### src/rtl/mmio_arbiter_pkg.sv
// -----------------------------------------------------------------------------
// mmio_arbiter_pkg
//   Shared types and constants for the MMIO arbiter.
//   - mmio_arbiter_state_t : arbiter FSM states (IDLE, BUSY, RESP)
//   - mmio_channel_t       : upstream channel identifier (READ, WRITE)
//   - AXI4_LITE_*_WIDTH    : default address/data widths of the AXI4-Lite side
//   - MMIO_TIMEOUT_DATA_DEFAULT : read data returned by a timed-out read
// -----------------------------------------------------------------------------
package mmio_arbiter_pkg;

    localparam int AXI4_LITE_ADDRESS_WIDTH = 32;
    localparam int AXI4_LITE_DATA_WIDTH    = 32;

    localparam logic [31:0] MMIO_TIMEOUT_DATA_DEFAULT = 32'hDEAD_BEEF;

    typedef enum logic [1:0] {
        IDLE = 2'd0,
        BUSY = 2'd1,
        RESP = 2'd2
    } mmio_arbiter_state_t;

    typedef enum logic {
        READ  = 1'b0,
        WRITE = 1'b1
    } mmio_channel_t;

    // Round-robin helper: the channel that gets priority after a grant.
    function automatic mmio_channel_t other_channel(input mmio_channel_t channel);
        return (channel == READ) ? WRITE : READ;
    endfunction

endpackage

### src/rtl/mmio_arbiter_watchdog.sv
// -----------------------------------------------------------------------------
// mmio_watchdog
//   Transaction watchdog for mmio_arbiter. Only compiled when the macro
//   MMIO_ARBITER_TIMEOUT_EN is defined.
//   Ports:
//     clk     : clock, positive edge
//     rst_n   : asynchronous active-low reset
//     clear   : synchronous clear of the cycle counter
//     enable  : count this cycle (arbiter is waiting on the target)
//     expired : this enabled cycle is the TIMEOUT_CYCLES-th since clear
// -----------------------------------------------------------------------------
`ifdef MMIO_ARBITER_TIMEOUT_EN
module mmio_watchdog #(
    parameter int TIMEOUT_CYCLES = 1024
) (
    input  logic clk,
    input  logic rst_n,
    input  logic clear,
    input  logic enable,
    output logic expired
);

    localparam int COUNT_WIDTH = $clog2(TIMEOUT_CYCLES + 1);
    // The counter holds the number of enabled cycles already completed, so
    // the TIMEOUT_CYCLES-th enabled cycle sees TIMEOUT_CYCLES-1 and expires
    // in that same cycle, letting the arbiter leave BUSY on its edge.
    localparam logic [COUNT_WIDTH-1:0] LAST_COUNT = COUNT_WIDTH'(TIMEOUT_CYCLES - 1);

    logic [COUNT_WIDTH-1:0] count_reg;

    always_ff @(posedge clk or negedge rst_n) begin
        if (!rst_n) begin
            count_reg <= '0;
        end else if (clear) begin
            count_reg <= '0;
        end else if (enable && !expired) begin
            count_reg <= count_reg + COUNT_WIDTH'(1);
        end
    end

    assign expired = enable && (count_reg == LAST_COUNT);

endmodule
`endif

### src/rtl/mmio_arbiter.sv
// -----------------------------------------------------------------------------
// mmio_arbiter
//   Shares one downstream req/ack MMIO port between the read and write
//   request channels of the AXI4-Lite slave. Round-robin arbitration, one
//   transaction outstanding, single-cycle registered ack to the winner.
//   Optional watchdog (macro MMIO_ARBITER_TIMEOUT_EN) forces completion of a
//   transaction after TIMEOUT_CYCLES cycles in BUSY.
//   Ports:
//     S_AXI_ACLK, S_AXI_ARESETN        : clock, async active-low reset
//     read_req/read_address            : upstream read request (held to ack)
//     read_ack/read_data               : read completion pulse + held data
//     write_req/write_address/write_data : upstream write request
//     write_ack                        : write completion pulse
//     mmio_req/mmio_write/mmio_address/mmio_wdata : downstream request
//     mmio_ack/mmio_rdata              : downstream completion + read data
//     timeout_error/timeout_clear      : sticky timeout flag and its clear
//   All outputs come straight from registers.
// -----------------------------------------------------------------------------
module mmio_arbiter
    import mmio_arbiter_pkg::*;
#(
    parameter int ADDRESS_WIDTH  = AXI4_LITE_ADDRESS_WIDTH,
    parameter int DATA_WIDTH     = AXI4_LITE_DATA_WIDTH,
    parameter int TIMEOUT_CYCLES = 1024,
    parameter logic [DATA_WIDTH-1:0] TIMEOUT_DATA = DATA_WIDTH'(MMIO_TIMEOUT_DATA_DEFAULT)
) (
    input  logic                     S_AXI_ACLK,
    input  logic                     S_AXI_ARESETN,
    input  logic                     read_req,
    input  logic [ADDRESS_WIDTH-1:0] read_address,
    output logic                     read_ack,
    output logic [DATA_WIDTH-1:0]    read_data,
    input  logic                     write_req,
    input  logic [ADDRESS_WIDTH-1:0] write_address,
    input  logic [DATA_WIDTH-1:0]    write_data,
    output logic                     write_ack,
    output logic                     mmio_req,
    output logic                     mmio_write,
    output logic [ADDRESS_WIDTH-1:0] mmio_address,
    output logic [DATA_WIDTH-1:0]    mmio_wdata,
    input  logic                     mmio_ack,
    input  logic [DATA_WIDTH-1:0]    mmio_rdata,
    output logic                     timeout_error,
    input  logic                     timeout_clear
);

    mmio_arbiter_state_t       state_reg, state_next;
    mmio_channel_t             pointer_reg, pointer_next;
    mmio_channel_t             grant_reg, grant_next;
    mmio_channel_t             winner;
    logic                      mmio_req_reg, mmio_req_next;
    logic                      mmio_write_reg, mmio_write_next;
    logic [ADDRESS_WIDTH-1:0]  mmio_address_reg, mmio_address_next;
    logic [DATA_WIDTH-1:0]     mmio_wdata_reg, mmio_wdata_next;
    logic [DATA_WIDTH-1:0]     read_data_reg, read_data_next;
    logic                      read_ack_reg, read_ack_next;
    logic                      write_ack_reg, write_ack_next;
    logic                      complete;

`ifdef MMIO_ARBITER_TIMEOUT_EN
    logic                      expired;
    logic                      timeout_error_reg, timeout_error_next;

    mmio_watchdog #(
        .TIMEOUT_CYCLES (TIMEOUT_CYCLES)
    ) u_watchdog (
        .clk     (S_AXI_ACLK),
        .rst_n   (S_AXI_ARESETN),
        .clear   (state_reg != BUSY),
        .enable  (state_reg == BUSY),
        .expired (expired)
    );

    // A target ack in the expiry cycle wins: it is a normal completion.
    assign complete = mmio_ack || expired;
`else
    logic                      unused_timeout_cfg;

    assign complete           = mmio_ack;
    assign unused_timeout_cfg = timeout_clear ^ (^TIMEOUT_DATA) ^ (TIMEOUT_CYCLES > 0);
`endif

    always_comb begin
        state_next        = state_reg;
        pointer_next      = pointer_reg;
        grant_next        = grant_reg;
        mmio_req_next     = mmio_req_reg;
        mmio_write_next   = mmio_write_reg;
        mmio_address_next = mmio_address_reg;
        mmio_wdata_next   = mmio_wdata_reg;
        read_data_next    = read_data_reg;
        read_ack_next     = 1'b0;
        write_ack_next    = 1'b0;
        winner            = pointer_reg;
`ifdef MMIO_ARBITER_TIMEOUT_EN
        // Clear first so that a timeout in the same cycle overrides it.
        timeout_error_next = timeout_error_reg && !timeout_clear;
`endif

        case (state_reg)
            IDLE: begin
                if (read_req && !write_req) begin
                    winner = READ;
                end else if (write_req && !read_req) begin
                    winner = WRITE;
                end
                if (read_req || write_req) begin
                    grant_next        = winner;
                    mmio_req_next     = 1'b1;
                    mmio_write_next   = (winner == WRITE);
                    mmio_address_next = (winner == WRITE) ? write_address : read_address;
                    if (winner == WRITE) begin
                        mmio_wdata_next = write_data;
                    end
                    pointer_next      = other_channel(winner);
                    state_next        = BUSY;
                end
            end

            BUSY: begin
                if (complete) begin
                    mmio_req_next = 1'b0;
                    state_next    = RESP;
                    // The ack is registered here so it is high during RESP.
                    if (grant_reg == READ) begin
                        read_ack_next  = 1'b1;
                        read_data_next = mmio_ack ? mmio_rdata : TIMEOUT_DATA;
                    end else begin
                        write_ack_next = 1'b1;
                    end
`ifdef MMIO_ARBITER_TIMEOUT_EN
                    if (!mmio_ack) begin
                        timeout_error_next = 1'b1;
                    end
`endif
                end
            end

            RESP: begin
                state_next = IDLE;
            end

            default: begin
                state_next = IDLE;
            end
        endcase
    end

    always_ff @(posedge S_AXI_ACLK or negedge S_AXI_ARESETN) begin
        if (!S_AXI_ARESETN) begin
            state_reg        <= IDLE;
            pointer_reg      <= WRITE;
            grant_reg        <= READ;
            mmio_req_reg     <= 1'b0;
            mmio_write_reg   <= 1'b0;
            mmio_address_reg <= '0;
            mmio_wdata_reg   <= '0;
            read_data_reg    <= '0;
            read_ack_reg     <= 1'b0;
            write_ack_reg    <= 1'b0;
        end else begin
            state_reg        <= state_next;
            pointer_reg      <= pointer_next;
            grant_reg        <= grant_next;
            mmio_req_reg     <= mmio_req_next;
            mmio_write_reg   <= mmio_write_next;
            mmio_address_reg <= mmio_address_next;
            mmio_wdata_reg   <= mmio_wdata_next;
            read_data_reg    <= read_data_next;
            read_ack_reg     <= read_ack_next;
            write_ack_reg    <= write_ack_next;
        end
    end

`ifdef MMIO_ARBITER_TIMEOUT_EN
    always_ff @(posedge S_AXI_ACLK or negedge S_AXI_ARESETN) begin
        if (!S_AXI_ARESETN) begin
            timeout_error_reg <= 1'b0;
        end else begin
            timeout_error_reg <= timeout_error_next;
        end
    end

    assign timeout_error = timeout_error_reg;
`else
    assign timeout_error = 1'b0;
`endif

    assign mmio_req     = mmio_req_reg;
    assign mmio_write   = mmio_write_reg;
    assign mmio_address = mmio_address_reg;
    assign mmio_wdata   = mmio_wdata_reg;
    assign read_data    = read_data_reg;
    assign read_ack     = read_ack_reg;
    assign write_ack    = write_ack_reg;

endmodule

### config.mk
export PLATFORM = sky130hd
export DESIGN_NAME = mmio_arbiter
export DESIGN_NICKNAME = d
export VERILOG_FILES = /design/src/rtl/mmio_arbiter_pkg.sv /design/src/rtl/mmio_arbiter_watchdog.sv /design/src/rtl/mmio_arbiter.sv
export SDC_FILE = /design/constraint.sdc
export NUM_CORES = 1
export LEC_CHECK = 0
export BUFFER_PORTS_ARGS = -buffer_cell sky130_fd_sc_hd__buf_4
export CAP_MARGIN = 20
export CELL_PAD_IN_SITES_DETAIL_PLACEMENT = 0
export CELL_PAD_IN_SITES_GLOBAL_PLACEMENT = 1
export CORE_MARGIN = 3
export CORE_UTILIZATION = 30
export DETAILED_ROUTE_END_ITERATION = 8
export PLACE_DENSITY = 0.83
export SYNTH_ARGS = -nofsm -noshare
export SYNTH_HDL_FRONTEND = slang
export SYNTH_SLANG_ARGS = --single-unit
### constraint.sdc
create_clock -name S_AXI_ACLK -period 1.4 [get_ports S_AXI_ACLK]
set_input_delay 0.14 -clock S_AXI_ACLK [delete_from_list [all_inputs] [get_ports S_AXI_ACLK]]
set_output_delay 0.14 -clock S_AXI_ACLK [all_outputs]
set_load 0.05 [all_outputs]
==> metrics, run 1 <==
most frequent cells in the layout=buf_4 (237), dfrtp_1 (101), mux2_4 (58); Die Wd=123.8 µm; Static Leakage=3.397 nW; clock sink total=103; leading area contributor after synthesis=dfrtp_1; DRC viols=0; Initial Util=31.07%; largest net degree at the start of global routing=54; CP startpoint kind=flip-flop; grt ovf=0; ANT nets after route=0; die area=0.01533 mm²; synthesized area per cell=15.31 µm²; worst path arrival time=1740 ps; Net Count, Synth=406; share of layout cells above drive strength 1=65.39%; failing checks=setup timing; Fmax=655.6 MHz; Psw=0.009306 W; num rows=42; Clock Tree Root=clkbuf_16; Worst VDD drop=1089 µV; combinational power share=60.6%; vias in the first global route=3462; fin crit period=1525 ps; Cell variety after synth=23; first-pass GRT wire length=17950 µm; io pins=235; core region area=0.01340 mm²; Nets=652; status=finished with violations; CTS tree=built; CP Launch Point=pointer_reg$_DFFE_PN1P_; commonest non-fill, non-tap cell in the layout=buf_4; cell count after synthesis=272; RePlAce Congestion=0.7463; post-synth top area share=61.30%; flops & latches, synth=103; Pint=0.01078 W; H-tree depth=3; total negative slack=-9819 ps; sw frac=46.34%; Design Area, Final=0.006900 mm²; unrepaired setup endpoints after global routing=yes; n_diodes=0; clock tree buffer depth=2; WL final=12180 µm; sequential area share after synthesis=61.93%; WS Path Type=flip-flop to flip-flop; worst-path maximum fanout=8; Iteration-0 DRC Markers=137; clock network fraction of total power=12.6%; number of vias per cell=4.735; final setup fails=95; clock skew=6.673 ps; worst r2r src=pointer_reg$_DFFE_PN1P_; post-route setup slack=-125.3 ps; Mapped Area=0.004164 mm²; drt pass-1 iters=4; port bufs=232; hold crit path type=primary input to flip-flop; Synth area leaders=dfrtp_1 (61%), mux2_2 (17%), a221o_1 (7.7%); max-cap viol count=0; Clock transition at path regs=70 ps; GR Util All Layers=15.05%; Yosys Warn Count=0; Die Span Y=123.8 µm; TritonCTS Buffers=9; Vias=3310; Worst Path Required=1620 ps; placed cell area=0.006306 mm²; detailed placer's ending HPWL=8716 µm; register share of total power=26.7%; Avg WL per Cell=17.43 µm; initial antenna violation count=0; area growth from synthesis to layout=65.72%; hold path start=write_address[18]; worst skew pair latency=340 ps; Slew Viols, Final=0; period utilisation layout=108.9%; PD cells=2910 mW/mm²; Final Hold Fails=0; Worst setup EP type=flip-flop
path summary, 6_finish.rpt:
| kind | to | slack, ps | cells past startpoint |
|---|---|---|---|
| worst max-delay path | mmio_wdata[7]$_DFFE_PN0P_ | -130 | 4 |
| worst max register to register | mmio_wdata[7]$_DFFE_PN0P_ | -130 | 4 |
| min in group asynchronous | read_data[15]$_DFFE_PN0P_ | 370 | 3 |
| worst min register to register | mmio_req$_DFFE_PN0P_ | 500 | 2 |
| worst min-delay path | mmio_address[18]$_DFFE_PN0P_ | 20 | 2 |
| max in group asynchronous | pointer_reg$_DFFE_PN1P_ | 750 | 3 |
logic make-up (layout without fill, tap and decap cells):
family	count (synthesis)	in the layout	synth area share, %
mux	64	64	17.31
flops	103	103	61.93
simple gates	13	13	1.834
compound gates	68	68	14.06
other cells	1	1	0.09006
buf+inv	23	274	4.777
synthesized netlist by cell type (all sizes together):
cell	count
buf	21
nand2b	1
and2	1
a21o	2
o21ai	2
nand2	3
nand3b	1
or2b	1
conb	1
clkbuf	1
mux2	64
inv	1
a221o	32
or2	1
o21a	32
nor2	3
and3	2
dfstp	1
dfrtp	102
timing repair:
item	CTS	global route
endpoints found under the hold margin	103	0
buffers inserted	3	2
cloned	2	3
endpoints found under the setup margin	95	96
hold buffers	2	0
resized for setup	19	5
pin swaps	1	1
power by group through the flow:
stage	Clock [W]	Sequential (W)	Combinational, W
4_1_cts	0.00262	0.00536	0.0121
2_1_floorplan	0	0.0103	0.00329
3_5_place_dp	0	0.00537	0.0117
5_1_grt	0.00275	0.00557	0.0127
3_3_place_gp	0	0.00532	0.0115
6_report	0.00254	0.00537	0.0122
final cells by class:
type	count	area, µm²
inverter	1	3.754
fill	1147	6500
tap	176	220.2
multi-input combinational	146	1622
timing repair buffer	257	2167
clock inverter	6	68.82
clock buffer	10	239.0
sequential	103	2580
per-layer routing:
| metal | vias up | global-route usage, % | wire (µm) |
|---|---|---|---|
| met2 | 142 | 25.01 | 6094 |
| li1 | 1501 | - | - |
| met5 | - | 0 | 0 |
| met4 | 0 | 7.266 | 367 |
| met3 | 24 | 3.542 | 957 |
| met1 | 1643 | 18.39 | 4764 |
worst max-delay path, cell delays in order (launching register included):
cell	delay (ps)
dfstp_2	540
nand2b_4	110
and3_4	260
buf_12	150
mux2_2	330
metrics by stage:
stage          utilization [%]  cells  worst slack [ps]  hold WS [ps]  total power [W]
3_5_place_dp             47.06    671            -117.1         165.5          0.01707
6_report                 51.49    699            -125.3         21.32          0.02008
2_1_floorplan                -    272            -70.23        -155.6          0.01359
5_1_grt                  51.49    699            -168.6         5.507          0.02097
3_3_place_gp             47.06    671            -105.3         156.6          0.01686
4_1_cts                  50.72    694            -127.6         4.909          0.02007
(Power assumes the default switching activity.)
==> run 2: changes to the inputs <==
- PLACE_DENSITY: 0.83 -> 0.81
- SYNTH_HIERARCHICAL: unset -> 1
==> run 2 against run 1 <==
Effect of this change:
- the run still ends with setup timing left
- critical endpoint is now mmio_wdata[31]$_DFFE_PN0P_
- flip-flop and latch count unchanged
- synthesized cell count is the same
- via count is 1.3% higher
- critical path depth is the same
- sequential power about the same
- clock skew down 2.2 ps
- sequential share of layout area down 0.24 points
- non-clock buffer count grew 10
- final cell count grew 1.4%
- fmax shrank 1.7%
- worst hold slack gained 0.75 ps
==> metrics, run 2 <==
Synth area leaders=dfrtp_1 (61%), mux2_2 (17%), a221o_1 (7.7%); Die Span Y=123.8 µm (unchanged); met1 WL=4859 µm (+2.0%); WS Path Type=flip-flop to flip-flop; largest family of logic cells by synthesized area=multiplexers; Initial Util=31.07% (unchanged); WL final=12310 µm (+0.99%); Vias=3354 (+1.3%); Synth Area in XOR/XNOR=0% (unchanged); clock tree buffer depth=2 (unchanged); initial antenna violation count=0 (unchanged); cell count after synthesis=272 (unchanged); sw frac=46.33% (about the same); clock skew=4.463 ps (-2.210 ps); Highest Signal Layer=met4; Worst Path Required=1630 ps (about the same); clock sink total=103 (unchanged); Final Hold Fails=0 (unchanged); max-cap viol count=0 (unchanged); port bufs=232 (unchanged); n_diodes=0 (unchanged); Fmax=644.6 MHz (-1.7%); area growth from synthesis to layout=66.80%; Worst Reg2Reg Path Length in Cells=4 (unchanged); Cell variety after synth=23 (unchanged); met3 routed WL=986 µm (+3.0%); top-count cell post-synth=dfrtp_1; core region area=0.01340 mm² (unchanged); worst r2r src=state_reg[0]$_DFFE_PN0P_; Static Leakage=3.413 nW (+0.48%); unrepaired setup endpoints after global routing=yes; post-synthesis compound-gate area fraction=14.06% (unchanged); WHS=22.07 ps (+0.7470 ps); post-route setup slack=-151.4 ps (-26.12 ps); Net Count, Synth=406 (unchanged); register share of total power=26.5% (-0.2 points); Fill cells=1156 (+0.78%); buffers and inverters on the worst path=1 (unchanged); worst slew pin tran=666.8 ps; fin crit period=1551 ps (+26.11 ps); number of vias per cell=4.731 (about the same); worst path arrival time=1780 ps (+40 ps); Clock Tree Root=clkbuf_16; Slew HR=55.50%; Worst setup EP type=flip-flop; commonest non-fill, non-tap cell in the layout=buf_4; Avg WL per Cell=17.36 µm (-0.43%); leading area contributor after synthesis=dfrtp_1; Critical Path Max Stage Delay=400 ps (-140 ps); PD cells=2899 mW/mm² (-0.37%); commonest cells in the synthesized netlist=dfrtp_1 (102), mux2_2 (64), a221o_1 (32), o21a_1 (32), buf_6 (11); hold path start=write_address[31]; simple-gate share of the synthesized area=1.833% (unchanged); Worst path slowest cell=dfrtp_1; final setup fails=96 (+1.1%); Psw=0.009329 W (+0.24%); combinational power share=60.8% (+0.2 points); Iteration-0 DRC Markers=151 (+10%); most frequent cells in the layout=buf_4 (243), dfrtp_1 (101), mux2_4 (54); Worst VDD drop=1601 µV (+47%); status=finished with violations; Nets=662 (+1.5%); synthesized area per cell=15.31 µm² (unchanged); num rows=42 (unchanged); worst skew pair latency=340 ps (about the same); Met2 Wirelength=6319 µm (+3.7%); Pint=0.01081 W (+0.31%); Hold Path Stages=2 (unchanged); total negative slack=-8041 ps (+1779 ps); io pins=235 (unchanged); Slew Viols, Final=0 (unchanged); die area=0.01533 mm² (unchanged); largest net degree at the start of global routing=43 (-20%); R2R Setup Slk=-150 ps (-30 ps); Yosys Warn Count=6 (+6); post-place setup slack=-120.7 ps (-3.516 ps); worst-path maximum fanout=8 (unchanged); mux contribution to synthesized area=17.31% (unchanged); GR Util All Layers=15.05% (about the same); grt ovf=0 (unchanged); period utilisation layout=110.8% (+1.9 points); Clock transition at path regs=70 ps (about the same); hold crit path type=primary input to flip-flop; share of layout cells above drive strength 1=65.85% (+0.46 points); FFs w/ async S/R, synth=100.0% (unchanged); vias in the first global route=3388 (-2.1%); worst-path cell chain=nor2_1 -> and3_4 -> clkbuf_16 -> mux2_2; flops & latches, synth=103 (unchanged); failing checks=setup timing; EDFF count, synth=0 (unchanged); drt pass-1 iters=4 (unchanged); Mapped Area=0.004164 mm² (unchanged); DRC viols=0 (unchanged); delay-heaviest family, CP=simple AND/OR/NAND/NOR gates; post-synth top area share=61.30% (unchanged); Hold EP=mmio_address[31]$_DFFE_PN0P_; adder-cell share of the synthesized area=0% (unchanged); first-pass GRT wire length=17960 µm (about the same); CTS tree=built; Total Power=0.02014 W (+0.28%); TritonCTS Buffers=9 (unchanged); H-tree depth=3 (unchanged); terminus of the critical flop-to-flop path=mmio_wdata[31]$_DFFE_PN0P_; Die Wd=123.8 µm (unchanged); detailed placer's ending HPWL=8828 µm (+1.3%); clock network fraction of total power=12.7% (about the same); sequential area share after synthesis=61.93% (unchanged); Top FF cell, synth=dfrtp_1; CP startpoint kind=flip-flop; RePlAce Congestion=0.7099 (-4.9%); ANT nets after route=0 (unchanged)
## run 2: cell counts after synthesis
Identical to the previous run, type by type.
## run 2: power groups by stage
stage          Sequential (W)  Clock (W)  Combinational (W)
5_1_grt               0.00553    0.00277             0.0127
4_1_cts               0.00533    0.00265             0.0121
3_5_place_dp          0.00535          0             0.0118
2_1_floorplan          0.0103          0            0.00329
3_3_place_gp          0.00531          0             0.0116
6_report              0.00534    0.00257             0.0122
## run 2: stage by stage
stage                     cells  cell area, µm²  util, %
after global routing        709            6945    51.83
final                       709            6945    51.83
after CTS                   703            6809    50.81
after detailed placement    678            6346    47.36
after floorplan             272            4358        -
after global placement      678            6346    47.36
## run 2: routing by layer
metal  vias up  global-route usage [%]
met5         -                       0
met4         0                   3.668
met3         8                   4.995
met2       138                   25.14
met1      1688                   18.83
li1       1520                       -
## run 2: timing repair
action / in CTS / in global routing
endpoints found under the setup margin: 95 / 95
buffers inserted: 3 / 2
cloned: 4 / 4
gates resized for setup: 17 / 9
endpoints found under the hold margin: 22 / 0
pin swaps: 6 / 12
hold buffers: 2 / 0
## run 2: area by class of cell
class	instances	area, µm²	area share, %
clock buffers	10	239.0	3.441
clock inverters	6	68.82	0.9908
inverters	1	3.754	0.05404
multi-input cells	146	1602	23.06
flip-flops and latches	103	2580	37.15
well taps	176	220.2	3.171
repair buffers	267	2232	32.14
## run 2: worst max path at each step
stage	from	endpoint	slack, ps	depth (start not counted)
2_1_floorplan	pointer_reg$_DFFE_PN1P_	mmio_wdata[14]$_DFFE_PN0P_	-70	5
3_3_place_gp	pointer_reg$_DFFE_PN1P_	mmio_wdata[5]$_DFFE_PN0P_	-80	4
3_5_place_dp	state_reg[1]$_DFFE_PN0P_	read_data[1]$_DFFE_PN0P_	-120	4
4_1_cts	pointer_reg$_DFFE_PN1P_	mmio_wdata[6]$_DFFE_PN0P_	-120	4
5_1_grt	state_reg[0]$_DFFE_PN0P_	read_data[9]$_DFFE_PN0P_	-160	6
6_report	state_reg[0]$_DFFE_PN0P_	mmio_wdata[31]$_DFFE_PN0P_	-150	4
## run 2: cell families after synthesis
logic type             after synthesis
AOI/OAI and AO/OA                   68
muxes                               64
other                                1
and+or+nand+nor                     13
buffers and inverters               23
DFF                                103
## run 2: worst register-to-register path: cells and delay by family, from the launching register on
kind / cells / cell delay (ps)
flops: 1 / 400
buf+inv: 1 / 180
simple gates: 2 / 530
mux: 1 / 320
==> run 3: changes to the inputs <==
- CORE_MARGIN: 3 -> unset
==> run 3 against run 2 <==
Effect of this change:
- the flow still finishes with violations (setup timing)
- utilization fell by 1.2 points
- register-to-register slack is essentially flat
- largest power group unchanged
- clock skew is 0.59 ps higher
- largest cell class unchanged
- total power fell by 1.3%
- sequential power barely moved
==> metrics, run 3 (synthesis results as in run 2) <==
number of vias per cell=4.787 (+1.2%); clock sink total=103 (unchanged); commonest non-fill, non-tap cell in the layout=buf_4; Hold Path Stages=2 (unchanged); Avg WL per Cell=16.48 µm (-5.1%); n_diodes=0 (unchanged); worst slew pin tran=947.1 ps (+280.3 ps); first-pass GRT wire length=17760 µm (-1.1%); Clock Tree Root=clkbuf_16; WS Path Type=flip-flop to flip-flop; largest net degree at the start of global routing=47 (+9.3%); port bufs=232 (unchanged); Worst Reg2Reg Path Length in Cells=4 (unchanged); core region area=0.01340 mm² (unchanged); grt ovf=0 (unchanged); worst-path cell chain=nand2b_4 -> and3_4 -> buf_12 -> mux2_2; Initial Util=31.07% (unchanged); Worst setup EP type=flip-flop; delay-heaviest family, CP=flip-flops; unrepaired setup endpoints after global routing=yes; RePlAce Congestion=0.7863 (+11%); most frequent cells in the layout=buf_4 (240), dfrtp_1 (101), mux2_4 (55); Static Leakage=3.355 nW (-1.7%); worst r2r src=pointer_reg$_DFFE_PN1P_; Worst path slowest cell=dfstp_2; worst skew pair latency=340 ps (about the same); Vias=3341 (-0.39%); Slew Viols, Final=0 (unchanged); fin crit period=1555 ps (+3.875 ps); Final Hold Fails=0 (unchanged); WHS=23.15 ps (+1.087 ps); H-tree depth=3 (unchanged); max-cap viol count=0 (unchanged); detailed placer's ending HPWL=8362 µm (-5.3%); worst-path maximum fanout=11 (+3); Hold EP=mmio_address[26]$_DFFE_PN0P_; Total Power=0.01988 W (-1.3%); initial antenna violation count=0 (unchanged); terminus of the critical flop-to-flop path=mmio_wdata[8]$_DFFE_PN0P_; Slew HR=36.80% (-19 points); Die Wd=119.8 µm (-3.2%); num rows=42 (unchanged); R2R Setup Slk=-160 ps (about the same); WL final=11500 µm (-6.5%); area growth from synthesis to layout=62.92%; drt pass-1 iters=4 (unchanged); period utilisation layout=111.1% (+0.28 points); Clock transition at path regs=60 ps (about the same); clock skew=5.055 ps (+0.5924 ps); worst path arrival time=1780 ps (about the same); ANT nets after route=0 (unchanged); hold path start=write_address[26]; CTS tree=built; share of layout cells above drive strength 1=65.52% (-0.34 points); Worst Path Required=1620 ps (about the same); TritonCTS Buffers=9 (unchanged); DRC viols=0 (unchanged); GR Util All Layers=15.93% (+0.88 points); io pins=235 (unchanged); hold crit path type=primary input to flip-flop; Die Span Y=119.8 µm (-3.2%); final setup fails=96 (unchanged); vias in the first global route=3475 (+2.6%); status=finished with violations; CP startpoint kind=flip-flop; die area=0.01436 mm² (-6.4%); buffers and inverters on the worst path=1 (unchanged); Critical Path Max Stage Delay=550 ps (+150 ps); failing checks=setup timing; Fmax=643.0 MHz (-0.25%); Worst VDD drop=1257 µV (-21%); clock tree buffer depth=2 (unchanged); Nets=652 (-1.5%); Iteration-0 DRC Markers=139 (-7.9%); PD cells=2931 mW/mm² (+1.1%); post-route setup slack=-155.3 ps (-3.875 ps)
## run 3: cell count changes in the layout (fill, tap and decap cells not counted), moves of 2 or more
cell        before  now
buf_12           9    4
buf_4          243  240
clkbuf_16       12   10
clkinvlp_4       4    1
## run 3: report_power, final
part,switching [W],total [W],internal [W]
Combinational,0.00723,0.0119,0.00463
Clock,0.00107,0.00268,0.00161
Sequential,0.000868,0.00535,0.00448
Total,0.00917,0.0199,0.0107
## run 3: layer usage
metal	track usage (%)	share of wire (%)	vias up
met2	27.96	51	161
met4	7.109	2.1	0
met3	3.042	5.9	19
met1	18.82	41	1661
met5	0	0	-
li1	-	-	1500
## run 3: stage by stage
stage / setup WS [ps] / area (µm²) / utilization [%] / TNS (ps) / instances
2_1_floorplan: -70.23 / 4358 / - / -2139 / 272
3_3_place_gp: -168.8 / 6279 / 46.85 / -7819 / 674
3_5_place_dp: -212.2 / 6279 / 46.85 / -10810 / 674
4_1_cts: -123.6 / 6753 / 50.39 / -6794 / 698
5_1_grt: -190.8 / 6784 / 50.63 / -14610 / 698
6_report: -155.3 / 6784 / 50.63 / -10790 / 698
## run 3: worst max path at each step
stage                              from  depth (start not counted)                           end  slack (ps)
6_report        pointer_reg$_DFFE_PN1P_                          4     mmio_wdata[8]$_DFFE_PN0P_        -160
5_1_grt        state_reg[1]$_DFFE_PN0P_                          4     read_data[17]$_DFFE_PN0P_        -190
4_1_cts         pointer_reg$_DFFE_PN1P_                          4    mmio_wdata[11]$_DFFE_PN0P_        -120
3_5_place_dp                   read_req                          5  mmio_address[29]$_DFFE_PN0P_        -210
3_3_place_gp                   read_req                          5  mmio_address[27]$_DFFE_PN0P_        -170
2_1_floorplan   pointer_reg$_DFFE_PN1P_                          5    mmio_wdata[14]$_DFFE_PN0P_         -70
## run 3: area by class of cell
type,count,area (µm²)
inverter,1,3.754
multi-input combinational,146,1613
sequential,103,2580
clock inverter,5,81.33
fill,1138,6616
clock buffer,10,239.0
tap,176,220.2
timing repair buffer,257,2047
## run 3: worst register-to-register path: cells and delay by family, from the launching register on
family / cells / cell delay (ps)
simple gates: 2 / 380
mux: 1 / 340
flops: 1 / 550
buf+inv: 1 / 170
## run 3: what timing repair did
action | CTS | global route
setup buffers | 5 | 2
pin swaps | 1 | 1
endpoints found under the setup margin | 97 | 97
hold endpoints to repair | 25 | 0
gates cloned | 2 | 2
hold buffers | 2 | 0
gates resized for setup | 13 | 19
